[src/rtl/rtc_secuenciador_accesos.sv]
// Transaction scheduler for the RTC bus-timing generator: single-register writes,
// N_RD-register read scans, idle gaps. Optional RTC_TIMEOUT_EN adds a per-access timeout.
module rtc_secuenciador_accesos #(
  parameter int          N_RD    = 6,
  parameter logic [7:0]  RD_BASE = 8'h21,
  parameter int          GAP     = 2,
  parameter int          TIMEOUT = 60
) (
  input  logic              clk,
  input  logic              reset,
  input  logic              wr_req,
  input  logic [7:0]        wr_addr,
  input  logic [7:0]        wr_data,
  output logic              wr_rdy,
  output logic              wr_ack,
  input  logic              rd_req,
  output logic [8*N_RD-1:0] rd_data,
  output logic              rd_valid,
  input  logic              cambio_est,
  input  logic              dat1,
  input  logic [7:0]        bus_din,
  output logic              en_esc,
  output logic              en_lect,
  output logic [7:0]        dir_out,
  output logic [7:0]        dato_out,
  output logic              busy,
  output logic              err
);

  localparam int IW = $clog2(N_RD) + 1;
  localparam int GW = $clog2(GAP + 1);

  typedef enum logic [1:0] {S_IDLE, S_WR_ACC, S_RD_ACC, S_GAP} state_t;

  state_t            state_q, state_d;
  logic              wr_pend_q, wr_pend_d, rd_pend_q, rd_pend_d, scan_q, scan_d;
  logic              wr_rdy_q, wr_rdy_d, wr_ack_q, wr_ack_d, rd_valid_q, rd_valid_d;
  logic              err_q, err_d, en_esc_q, en_esc_d, en_lect_q, en_lect_d;
  logic              dat1_q, cap_q, cap_d;
  logic [7:0]        wr_addr_q, wr_addr_d, wr_data_q, wr_data_d;
  logic [7:0]        dir_q, dir_d, dato_q, dato_d;
  logic [IW-1:0]     idx_q, idx_d;
  logic [GW-1:0]     gap_q, gap_d;
  logic [8*N_RD-1:0] rd_data_q, rd_data_d;
  logic              tmo_hit, go_wr, go_rd;

`ifdef RTC_TIMEOUT_EN
  logic [6:0] tmo_cnt_q;

  // Counter is zero whenever an access state is entered, since those are only reached from IDLE/GAP
  always_ff @(posedge clk or negedge reset) begin
    if (!reset) begin
      tmo_cnt_q <= 7'd0;
    end else if (state_q == S_WR_ACC || state_q == S_RD_ACC) begin
      tmo_cnt_q <= tmo_cnt_q + 7'd1;
    end else begin
      tmo_cnt_q <= 7'd0;
    end
  end

  assign tmo_hit = (tmo_cnt_q == 7'(TIMEOUT - 1));
`else
  assign tmo_hit = 1'b0;
`endif

  always_ff @(posedge clk or negedge reset) begin
    if (!reset) begin
      state_q    <= S_IDLE;
      wr_pend_q  <= 1'b0;
      rd_pend_q  <= 1'b0;
      scan_q     <= 1'b0;
      wr_rdy_q   <= 1'b1;
      wr_ack_q   <= 1'b0;
      rd_valid_q <= 1'b0;
      err_q      <= 1'b0;
      en_esc_q   <= 1'b0;
      en_lect_q  <= 1'b0;
      dat1_q     <= 1'b0;
      cap_q      <= 1'b0;
      wr_addr_q  <= 8'd0;
      wr_data_q  <= 8'd0;
      dir_q      <= 8'd0;
      dato_q     <= 8'd0;
      idx_q      <= '0;
      gap_q      <= '0;
      rd_data_q  <= '0;
    end else begin
      state_q    <= state_d;
      wr_pend_q  <= wr_pend_d;
      rd_pend_q  <= rd_pend_d;
      scan_q     <= scan_d;
      wr_rdy_q   <= wr_rdy_d;
      wr_ack_q   <= wr_ack_d;
      rd_valid_q <= rd_valid_d;
      err_q      <= err_d;
      en_esc_q   <= en_esc_d;
      en_lect_q  <= en_lect_d;
      dat1_q     <= dat1;
      cap_q      <= cap_d;
      wr_addr_q  <= wr_addr_d;
      wr_data_q  <= wr_data_d;
      dir_q      <= dir_d;
      dato_q     <= dato_d;
      idx_q      <= idx_d;
      gap_q      <= gap_d;
      rd_data_q  <= rd_data_d;
    end
  end

  always_comb begin
    state_d    = state_q;
    wr_pend_d  = wr_pend_q;
    rd_pend_d  = rd_pend_q;
    scan_d     = scan_q;
    wr_rdy_d   = wr_rdy_q;
    wr_ack_d   = 1'b0;
    rd_valid_d = 1'b0;
    err_d      = 1'b0;
    en_esc_d   = en_esc_q;
    en_lect_d  = en_lect_q;
    cap_d      = cap_q;
    wr_addr_d  = wr_addr_q;
    wr_data_d  = wr_data_q;
    dir_d      = dir_q;
    dato_d     = dato_q;
    idx_d      = idx_q;
    gap_d      = gap_q;
    rd_data_d  = rd_data_q;
    go_wr      = 1'b0;
    go_rd      = 1'b0;

    // wr_rdy follows wr_pend one cycle late, so it reopens the cycle after ack/abort
    if (wr_req && wr_rdy_q) begin
      wr_pend_d = 1'b1;
      wr_addr_d = wr_addr;
      wr_data_d = wr_data;
      wr_rdy_d  = 1'b0;
    end else if (!wr_pend_q) begin
      wr_rdy_d = 1'b1;
    end
    if (rd_req) begin
      rd_pend_d = 1'b1;
    end

    case (state_q)
      S_IDLE: begin
        if (wr_pend_q) begin
          go_wr = 1'b1;
        end else if (rd_pend_q) begin
          idx_d  = '0;
          scan_d = 1'b1;
          go_rd  = 1'b1;
        end
      end
      S_WR_ACC: begin
        if (cambio_est) begin
          en_esc_d  = 1'b0;
          wr_ack_d  = 1'b1;
          wr_pend_d = 1'b0;
          gap_d     = '0;
          state_d   = S_GAP;
        end else if (tmo_hit) begin
          en_esc_d  = 1'b0;
          err_d     = 1'b1;
          wr_pend_d = 1'b0;
          gap_d     = '0;
          state_d   = S_GAP;
        end
      end
      S_RD_ACC: begin
        if (dat1_q && !dat1 && !cap_q) begin
          for (int i = 0; i < N_RD; i++) begin
            if (idx_q == IW'(i)) rd_data_d[8*i +: 8] = bus_din;
          end
          cap_d = 1'b1;
        end
        if (cambio_est) begin
          en_lect_d = 1'b0;
          idx_d     = idx_q + 1'b1;
          gap_d     = '0;
          state_d   = S_GAP;
        end else if (tmo_hit) begin
          en_lect_d = 1'b0;
          err_d     = 1'b1;
          rd_pend_d = 1'b0;
          scan_d    = 1'b0;
          gap_d     = '0;
          state_d   = S_GAP;
        end
      end
      default: begin
        if (gap_q != GW'(GAP - 1)) begin
          gap_d = gap_q + 1'b1;
        end else if (wr_pend_q) begin
          go_wr = 1'b1;
        end else if (scan_q && idx_q < IW'(N_RD)) begin
          go_rd = 1'b1;
        end else if (scan_q) begin
          rd_valid_d = 1'b1;
          rd_pend_d  = 1'b0;
          scan_d     = 1'b0;
          state_d    = S_IDLE;
        end else begin
          state_d = S_IDLE;
        end
      end
    endcase

    if (go_wr) begin
      state_d  = S_WR_ACC;
      en_esc_d = 1'b1;
      dir_d    = wr_addr_q;
      dato_d   = wr_data_q;
    end
    if (go_rd) begin
      state_d   = S_RD_ACC;
      en_lect_d = 1'b1;
      cap_d     = 1'b0;
      dir_d     = RD_BASE + 8'(idx_d);
    end
  end

  assign wr_rdy   = wr_rdy_q;
  assign wr_ack   = wr_ack_q;
  assign rd_valid = rd_valid_q;
  assign rd_data  = rd_data_q;
  assign err      = err_q;
  assign en_esc   = en_esc_q;
  assign en_lect  = en_lect_q;
  assign dir_out  = dir_q;
  assign dato_out = dato_q;
  assign busy     = (state_q != S_IDLE);

endmodule

[config.mk]
export PLATFORM = sky130hd
export DESIGN_NAME = rtc_secuenciador_accesos
export DESIGN_NICKNAME = d
export VERILOG_FILES = /design/src/rtl/rtc_secuenciador_accesos.sv
export SDC_FILE = /design/constraint.sdc
export NUM_CORES = 1
export LEC_CHECK = 0
export BUFFER_PORTS_ARGS = -buffer_cell sky130_fd_sc_hd__buf_4
export CAP_MARGIN = 20
export CORE_MARGIN = 1.5
export CORE_UTILIZATION = 28
export DETAILED_ROUTE_END_ITERATION = 10
export SETUP_SLACK_MARGIN = 0.02
export SYNTH_ARGS = -nofsm -noshare
export SYNTH_HDL_FRONTEND = slang
export SYNTH_SLANG_ARGS = --single-unit
[constraint.sdc]
create_clock -name clk -period 4.1 [get_ports clk]
set_clock_uncertainty 0.15 [all_clocks]
set_input_delay 0.205 -clock clk [delete_from_list [all_inputs] [get_ports clk]]
set_output_delay 0.205 -clock clk [all_outputs]
set_load 0.01 [all_outputs]
# Word-level counts from Yosys, hierarchy flattened

Cells that the tools add are included.

Bits in registers: 98
Input bits: 30
Output and inout port bits: 71

$add $sub $neg: 3
$lt $le $gt $ge: 1
Equal/unequal tests: 18
Multiplexer cells: 57
Bitwise gates (word level): 3
Reductions and logical operators: 30

Operators with widths:

| cell                                                | number |
|---|---|
| two-way mux 1 bit                                   | 38 |
| AND reduction 3 bit                                 | 7 |
| two-way mux 2 bit                                   | 8 |
| two-way mux 8 bit                                   | 2 |
| nonzero test 2 bit                                  | 8 |
| two-way mux 4 bit                                   | 3 |
| != test 2 x 1 -> 1 bit, second input constant       | 5 |
| AND reduction 5 bit                                 | 2 |
| equality test 4 x 2 -> 1 bit, second input constant | 2 |
| equality test 4 x 3 -> 1 bit, second input constant | 2 |
| != test 4 bit, second input constant                | 2 |
| case mux 2 bit (2 select lines)                     | 2 |
| case mux 4 bit (2 select lines)                     | 1 |
| adder 6 x 4 -> 7 bit, first input constant          | 1 |
| case mux 1 bit (2 select lines)                     | 3 |
| AND reduction 2 bit                                 | 3 |
| adder 4 x 1 -> 4 bit, second input constant         | 1 |
| equality test 4 x 1 -> 1 bit, second input constant | 1 |
| logical AND 1 bit                                   | 4 |
| zero test 4 bit                                     | 1 |
| < comparator 4 x 3 -> 1 bit, second input constant  | 1 |
| != test 4 x 1 -> 1 bit, second input constant       | 1 |
| != test 4 x 2 -> 1 bit, second input constant       | 1 |
| != test 3 bit, second input constant                | 1 |
| other kinds (9)                                     | 12 |

# Depth between registers and ports, before layout

Gate-level depths: netlist of the first run.

Depth after elaboration: 8
Mapped depth: 8
Depth with buffers taken out: 8

# Least setup slack after synthesis of the first run

OpenSTA, ideal clock, no wires.

Kind: register -> register
Start: register state_q[0]
End: register rd_data_q[0] (netlist: rd_data[0])
Library setup time: 125 ps
Arrival: 1,689 ps
Slack: 2,137 ps
Cell stages (with the launch flop): 8
Path buffers: 1
Clock period less this slack: 1,963 ps
Cells stage by stage: dfrtp_1 -> inv_1 -> ha_1 -> nand3b_1 -> nor4_2 -> and2_1 -> buf_4 -> mux2_2

Longest elaborated chain between the ends: 2

RTL lines:

| item                          | line | text |
|---|---|---|
| from (decl)                   | 35   | `state_t state_q, state_d;` |
| from (signal assigned)        | 88   | `state_q <= state_d;` |
| equality test 2 bit           | 145  | `case (state_q)` |
| AND reduction 3 bit (no line) | -    |  |
| to (signal assigned)          | 106  | `rd_data_q <= rd_data_d;` |
| to (decl)                     | 44   | `logic [8*N_RD-1:0] rd_data_q, rd_data_d;` |

Every way passes these cells.
A chain may end at the register's enable or synchronous reset.

# Worst setup path in the final report of the first run

Start: register state_q[0]
End: register rd_data_q[25] (netlist: rd_data[25])

The elaborated chain is that of the path after synthesis.

==> results of run 1 <==
sequential cells by signal (all words and copies together) (netlist names), 2 cells and up:
signal	cells
state_q	2
gap_q	2
idx_q	4
wr_data_q	8
dato_out	8
dir_out	8
rd_data	48
wr_addr_q	8
kinds of logic after synthesis:
family,Yosys count
compound gates,29
xor+xnor,2
buf+inv,23
other cells,1
flops,98
mux,81
simple gates,49
fa+ha+maj,11
worst paths after layout:
path	start	endpoint	cells after the start
max	state_q[0]	rd_data[25]	6
min	cambio_est	wr_ack	2
max reg2reg	state_q[0]	rd_data[25]	6
min reg2reg	en_lect	en_lect	1
max in group asynchronous	reset	rd_data[4]	3
min in group asynchronous	reset	rd_data[44]	2
metrics by stage:
stage	setup WS [ns]	utilization, %
final	1.699	38.65
after detailed placement	1.645	34.70
after global routing	1.525	38.65
after floorplan	2.137	-
after CTS	1.633	38.65
after global placement	1.730	34.70
area by class of cell:
cell class	count	share of cell area, %
Timing Repair Buffer	128	18.49
Inverter	11	0.7406
Clock buffer	11	4.533
Sequential cell	98	44.01
Multi-Input combinational cell	173	27.42
Clock inverter	5	0.6732
Tap cell	184	4.129
Yosys cell counts (4+ instances only):
library cell	instances
buf_4	8
nor2_1	10
nand4_1	4
ha_1	11
dfrtp_1	97
mux2_2	75
o21ai_0	8
mux2i_1	6
inv_1	11
and2_1	5
nand2_1	12
a21oi_1	7
worst max-delay path: stages, from the launching register on:
cell and delay [ns]:
dfrtp_1 0.42, inv_1 0.10, ha_1 0.28, nand3b_1 0.18, nor4_2 0.25, and2_1 0.51, mux2_2 0.40
power groups by stage:
stage,combinational (W),clock (W),sequential [W]
2_1_floorplan,0.000657,0,0.00156
3_3_place_gp,0.00117,0,0.00153
3_5_place_dp,0.00119,0,0.00154
4_1_cts,0.00121,0.000845,0.00153
5_1_grt,0.00134,0.000880,0.00157
6_report,0.00119,0.000809,0.00153
per-layer routing:
layer  part of all wire, %  up-vias  GRT usage (%)
met2                    47       88          20.57
li1                      -     1300              -
met1                    45     1390          15.32
met5                     0        -              0
met3                   7.1       12          4.258
met4                   1.3        0          3.835
==> flow_metrics.tcl, run 1 <==
set metrics [dict create \
    outcome "finished clean" \
    cts_setup_buffers 0 \
    fin_crit_ns 2.401 \
    yosysTopAreaCell "dfrtp_1" \
    viasPerCell 4.574 \
    clock_latency_ns 0.34 \
    switchingPower_w 0.001126 \
    slew_violations 0 \
    max-cap-violations 0 \
    finalPower_w 0.003523 \
    synth_top_family_by_area "multiplexers" \
    dp_hpwl_um 6456 \
    layout.nets 462 \
    final_cell_mix "buf_4 (100), dfrtp_1 (97), mux2_2 (75)" \
    ys_async_sr_fraction_pct 100.0 \
    grt_overflow 0 \
    fin_crit_sh_pct 58.56 \
    cts-root-buf "clkbuf_16" \
    relSlewSlack_pct 43.49 \
    synth_nets 335 \
    seq_area_um2 2454 \
    drc 0 \
    intPower_w 0.002397 \
    yosysSeqAreaShare_pct 59.71 \
    wl_per_cell_um 15.03 \
    hold_buffers 28 \
    hold_class "input pin to flop" \
    timing.fmax_mhz 416.5 \
    synth_mux_area_share_pct 22.02 \
    multi_input_area_um2 1529 \
    antenna_found_initial 0 \
    worst_slew_pin_slew_ns 0.8476 \
    start_kind "flop" \
    ys.flop_type "dfrtp_1" \
    yosys.area_share.simple_pct 6.669 \
    synth_warnings 0 \
    htreeDepth 3 \
    gp_congestion 0.8117 \
    io_pins 101 \
    cts_made_buffers 9 \
    fillers 1379 \
    drtIter0Drc 61 \
    endpoint_kind "flop" \
    clockBufferDepth 2 \
    pwr_density_cell_nw_per_um2 631.9 \
    num_antenna_cells 0 \
    std_cell_rows 44 \
    syn2layout_area_growth_pct 35.69 \
    syn_avg_cell_area_um2 13.98 \
    final_common_cell "buf_4" \
    dr_total_vias 2790 \
    leakage_nw 2.769 \
    cts.clk_slew.worst_paths_ns 0.06 \
    grt_pass1_vias 2847 \
    synth_area_leaders "dfrtp_1 (59%), mux2_2 (21%), ha_1 (3.3%)" \
    grt_max_degree 68 \
    crit_fanout 8 \
    dieWidth_um 124.1 \
    critical_path_required_ns 4.18 \
    netSwitchingFraction_pct 31.95 \
    die_area_um2 15410 \
    placed_area_um2 5005 \
    hold_viol 0 \
    stdcell_count 610 \
    ant_nets 0 \
    postRouteWirelength_um 9170 \
    cts_tree "done" \
    hold_ws_ns 0.07845 \
    p_comb_share_pct 33.7 \
    vdd_ir_drop_max_v 0.0003313 \
    cts_sinks 98 \
    cp.arrival_ns 2.48 \
    r2r_slack_ns 1.70 \
    die-height_um 124.1 \
    synth_top_area_share_pct 59.07 \
    grt_pass1_wl_um 14520 \
    synth_edf_count 0 \
    rsz0062_at_grt "false" \
    synth_xor_area_share_pct 0.4263 \
    critPathKind "flop to flop" \
    synthAdderAreaFrac_pct 3.350 \
    cts_resized 0 \
    start_util_pct 28.49 \
    synth_cells 294 \
    grt_use_total_pct 12.45 \
    synth_compound_area_share_pct 4.659 \
    finish.instance_area_um2 5575 \
    drt-pass1-iter-count 4 \
    port_buffers 99 \
    seqPwrFrac_pct 43.3 \
    setup_violations 0 \
    clkPwrFrac_pct 23.0 \
    place_inst 566 \
    ys_types 44 \
    synthesis.area_um2 4109 \
    placeableCoreArea_um2 14420 \
    drive_gt1_share_pct 47.42 \
    fin_setup_tns_ns 0 \
    ys_ff_latch 98 \
]
No activity file was read; power rests on OpenSTA's default activity.
==> run 2: changes to the inputs <==
==> constraint.sdc (replaced) <==
create_clock -name clk -period 2.5 [get_ports clk]
set_clock_uncertainty 0.15 [all_clocks]
set_input_delay 0.125 -clock clk [delete_from_list [all_inputs] [get_ports clk]]
set_output_delay 0.125 -clock clk [all_outputs]
set_load 0.01 [all_outputs]
==> flow_metrics.tcl, run 2 (synthesis gave the netlist of run 1 again) <==
set metrics [dict create \
    outcome "finished clean" \
    critPathKind "flop to flop" \
    fin_crit_sh_pct 89.98 \
    place_inst 570 \
    start_util_pct 28.49 \
    cts.clk_slew.worst_paths_ns 0.07 \
    start_kind "flop" \
    finish.instance_area_um2 5660 \
    setup_violations 0 \
    cp.arrival_ns 2.33 \
    grt_use_total_pct 12.53 \
    ant_nets 0 \
    die-height_um 124.1 \
    dr_total_vias 2787 \
    p_comb_share_pct 34.0 \
    critical_path_required_ns 2.58 \
    crit_fanout 8 \
    grt_overflow 0 \
    netSwitchingFraction_pct 31.65 \
    seqPwrFrac_pct 42.2 \
    hold_viol 0 \
    syn2layout_area_growth_pct 37.76 \
    grt_pass1_wl_um 14450 \
    rsz0062_at_grt "false" \
    die_area_um2 15410 \
    stdcell_count 615 \
    final_cell_mix "buf_4 (102), dfrtp_1 (97), mux2_2 (75)" \
    std_cell_rows 44 \
    cts_tree "done" \
    drive_gt1_share_pct 48.72 \
    fin_setup_tns_ns 0 \
    viasPerCell 4.532 \
    antenna_found_initial 0 \
    grt_max_degree 55 \
    dp_hpwl_um 6613 \
    cts_setup_buffers 0 \
    layout.nets 467 \
    r2r_slack_ns 0.25 \
    grt_pass1_vias 2754 \
    io_pins 101 \
    pwr_density_cell_nw_per_um2 1043 \
    timing.fmax_mhz 444.6 \
    max-cap-violations 0 \
    clock_latency_ns 0.35 \
    endpoint_kind "flop" \
    fin_crit_ns 2.249 \
    gp_congestion 0.7719 \
    drt-pass1-iter-count 4 \
    hold_class "input pin to asynchronous set/reset pin" \
    cts-root-buf "clkbuf_16" \
    leakage_nw 2.807 \
    intPower_w 0.004034 \
    slew_violations 0 \
    wl_per_cell_um 15.07 \
    clkPwrFrac_pct 23.8 \
    placed_area_um2 5060 \
    largest_reg_flops 48 \
    finalPower_w 0.005902 \
    postRouteWirelength_um 9270 \
    drtIter0Drc 150 \
    utilization_pct 39.24 \
    final_common_cell "buf_4" \
    dieWidth_um 124.1 \
    placeableCoreArea_um2 14420 \
    switchingPower_w 0.001868 \
    num_antenna_cells 0 \
    port_buffers 99 \
    htreeDepth 3 \
    vdd_ir_drop_max_v 0.0005975 \
    worst_slew_pin_slew_ns 0.7418 \
    clockBufferDepth 2 \
    drc 0 \
    cts_made_buffers 9 \
    relSlewSlack_pct 50.43 \
    cts_sinks 98 \
    fillers 1366 \
]
## run 2: changes by cell type in the layout (fill, tap and decap cells not counted), sizes merged
cell,change
clkinvlp,+1
dlygate4sd3,+1
bufinv,+1
clkbuf,-1
inv,-1
buf,+4
## run 2: critical path, cell delays in order (launching register included)
cell and delay, ns:
dfrtp_1 0.43, inv_1 0.11, ha_1 0.26, nand3b_1 0.18
nor4_2 0.27, and2_2 0.37, mux2_2 0.37
## run 2: path summary, 6_finish.rpt
check,endpoint,startpoint,depth (start not counted)
worst min-delay path,rd_data[43],reset,2
min in group clk,dat1_q,dat1,2
worst min register to register,en_lect,en_lect,1
worst max register to register,rd_data[8],state_q[0],6
worst max-delay path,rd_data[8],state_q[0],6
max in group asynchronous,dato_out[1],reset,3
## run 2: area by class of cell
type | count | area, µm² | area share (%)
clock inverter | 6 | 66.31 | 1.172
sequential | 98 | 2454 | 43.35
clock buffer | 10 | 239.0 | 4.222
tap | 184 | 230.2 | 4.067
timing repair buffer | 133 | 1096 | 19.36
inverter | 11 | 41.29 | 0.7294
multi-input combinational | 173 | 1534 | 27.10
## run 2: metrics by stage
step / setup WS (ns) / hold WS [ns]
after floorplan: 0.5366 / -0.3206
after global placement: 0.2240 / 0.08216
after detailed placement: 0.1100 / 0.09374
after CTS: 0.09451 / 0.2669
after global routing: 0.01395 / 0.2753
final: 0.2506 / 0.2388
## run 2: layer usage
| metal | wire (µm) | up-vias | GRT usage (%) | share of wire [%] |
|---|---|---|---|---|
| met1 | 4146 | 1383 | 15.48 | 45 |
| li1 | - | 1300 | - | - |
| met3 | 771 | 11 | 5.907 | 8.3 |
| met5 | 0 | - | 0 | 0 |
| met4 | 70 | 0 | 2.557 | 0.76 |
| met2 | 4282 | 93 | 20.05 | 46 |
## run 2: timing repair
action / in CTS / in global routing
hold endpoints to repair: 122 / 0
resized for setup: 0 / 4
hold buffers: 29 / 0
endpoints found under the setup margin: 0 / 32
## run 2: power by group through the flow
stage / registers, W / logic, W / clock network (W)
after detailed placement: 0.00252 / 0.00200 / 0
after global placement: 0.00250 / 0.00195 / 0
after global routing: 0.00257 / 0.00222 / 0.00151
after CTS: 0.00249 / 0.00204 / 0.00145
final: 0.00249 / 0.00201 / 0.00140
after floorplan: 0.00255 / 0.00108 / 0
==> run 3: changes to the inputs <==
--- a/config.mk
+++ b/config.mk
@@ -5,7 +5,7 @@
 export SDC_FILE = /design/constraint.sdc
 export NUM_CORES = 1
 export LEC_CHECK = 0
-export BUFFER_PORTS_ARGS = -buffer_cell sky130_fd_sc_hd__buf_4
+export BUFFER_PORTS_ARGS = -buffer_cell sky130_fd_sc_hd__buf_2
 export CAP_MARGIN = 20
 export CORE_MARGIN = 1.5
 export CORE_UTILIZATION = 28
==> flow_metrics.tcl, run 3 (synthesis gave the netlist of run 1 again) <==
set metrics [dict create \
    wl_per_cell_um 14.59 \
    crit_chain "inv_1, ha_1, and3b_1, o22ai_1, a32o_1, ha_1, xnor2_1, a21oi_1" \
    grt_use_total_pct 11.82 \
    ant_nets 0 \
    io_pins 101 \
    cp.arrival_ns 2.29 \
    antenna_found_initial 0 \
    cts_setup_buffers 0 \
    hold_class "input pin to flop" \
    place_inst 569 \
    stdcell_count 612 \
    layout_setup_ws_ns 0.2477 \
    postRouteWirelength_um 8928 \
    start_kind "flop" \
    grt_overflow 0 \
    rsz0062_at_grt "false" \
    hold_ws_ns 0.03398 \
    htreeDepth 3 \
    std_cell_rows 44 \
    die_area_um2 15410 \
    fin_crit_sh_pct 90.09 \
    setup_violations 0 \
    dp_hpwl_um 6516 \
    drtIter0Drc 85 \
    vdd_ir_drop_max_v 0.0006336 \
    viasPerCell 4.497 \
    critPathKind "flop to flop" \
    worst_slew_pin_slew_ns 0.7209 \
    fin_setup_tns_ns 0 \
    crit_fanout 8 \
    grt_pass1_wl_um 14020 \
    drt-pass1-iter-count 4 \
    timing.fmax_mhz 444.0 \
    slew_violations 0 \
    clockBufferDepth 2 \
    num_antenna_cells 0 \
    final_cell_mix "buf_2 (98), dfrtp_1 (97), mux2_2 (75)" \
    place_ws_ns 0.1343 \
    max-cap-violations 0 \
    critical_path_required_ns 2.54 \
    leakage_nw 2.775 \
    fin_crit_ns 2.252 \
    final_common_cell "buf_2" \
    placeableCoreArea_um2 14420 \
    die-height_um 124.1 \
    path_delay_family "adder cells" \
    grt_max_degree 48 \
    syn2layout_area_growth_pct 31.91 \
    largest_reg_flops 48 \
    layout.nets 465 \
    cp_slowest_cell "dfrtp_1" \
    crit_path_max_incr_delay_ns 0.44 \
    dr_total_vias 2752 \
    port_buffers 99 \
    drive_gt1_share_pct 48.60 \
    clock_latency_ns 0.33 \
    cts-root-buf "clkbuf_16" \
    drc 0 \
    path_buf_inv 1 \
    crit_top_cell "ha_1" \
    cts_sinks 98 \
    cts_made_buffers 9 \
    hold_viol 0 \
    relSlewSlack_pct 51.83 \
    grt_pass1_vias 2746 \
    cts_tree "done" \
    gp_congestion 0.8158 \
    outcome "finished clean" \
    cts.clk_slew.worst_paths_ns 0.06 \
    start_util_pct 28.49 \
    dieWidth_um 124.1 \
    endpoint_kind "flop" \
    pwr_density_cell_nw_per_um2 1069 \
]
## run 3: cell count changes in the layout (fill, tap and decap cells not counted), sizes merged
cell	previous run	this run
buf	104	103
clkinv	2	0
clkbuf	10	11
clkinvlp	3	2
bufinv	1	2
dlygate4sd3	29	28
## run 3: cell type report
class                      count  area, µm²
clock buffer                  11      252.7
timing repair buffer         131      833.3
fill                        1403       9004
tap                          184      230.2
clock inverter                 4      75.07
sequential                    98       2454
multi-input combinational    173       1534
inverter                      11      41.29
## run 3: per-stage QoR
stage,cell area (µm²),total power (W),utilization [%]
2_1_floorplan,4109,0.003632,-
3_3_place_gp,4807,0.004249,33.33
3_5_place_dp,4807,0.004328,33.33
4_1_cts,5415,0.005869,37.54
5_1_grt,5420,0.006186,37.58
6_report,5420,0.005793,37.58
## run 3: worst paths after layout
path | start | depth (start not counted) | slack [ns] | end
min reg2reg | en_lect | 1 | 0.33 | en_lect
min in group asynchronous | reset | 2 | 0.19 | rd_data[43]
max reg2reg | state_q[1] | 8 | 0.25 | dir_out[2]
min | cambio_est | 2 | 0.03 | wr_ack
max | state_q[1] | 8 | 0.25 | dir_out[2]
max in group asynchronous | reset | 3 | 1.30 | wr_rdy
## run 3: where the power goes
part	internal (W)	total, W	switching (W)
Clock	0.000925	0.00148	0.000558
Sequential	0.00212	0.00247	0.000348
Combinational	0.000933	0.00184	0.000906
Total	0.00398	0.00579	0.00181
## run 3: metal layers
layer	share of wire [%]	wire [µm]	global-route usage, %	vias to the layer above
met3	7.9	709	4.350	5
met5	0	0	0	-
met1	47	4153	15.55	1369
li1	-	-	-	1287
met4	0.57	51	2.486	0
met2	45	4014	18.68	91
## run 3: timing repair
item / 4_1_cts / 5_1_grt
setup endpoints to repair: 0 / 32
hold buffers: 28 / 0
gates resized for setup: 0 / 4
endpoints found under the hold margin: 113 / 0
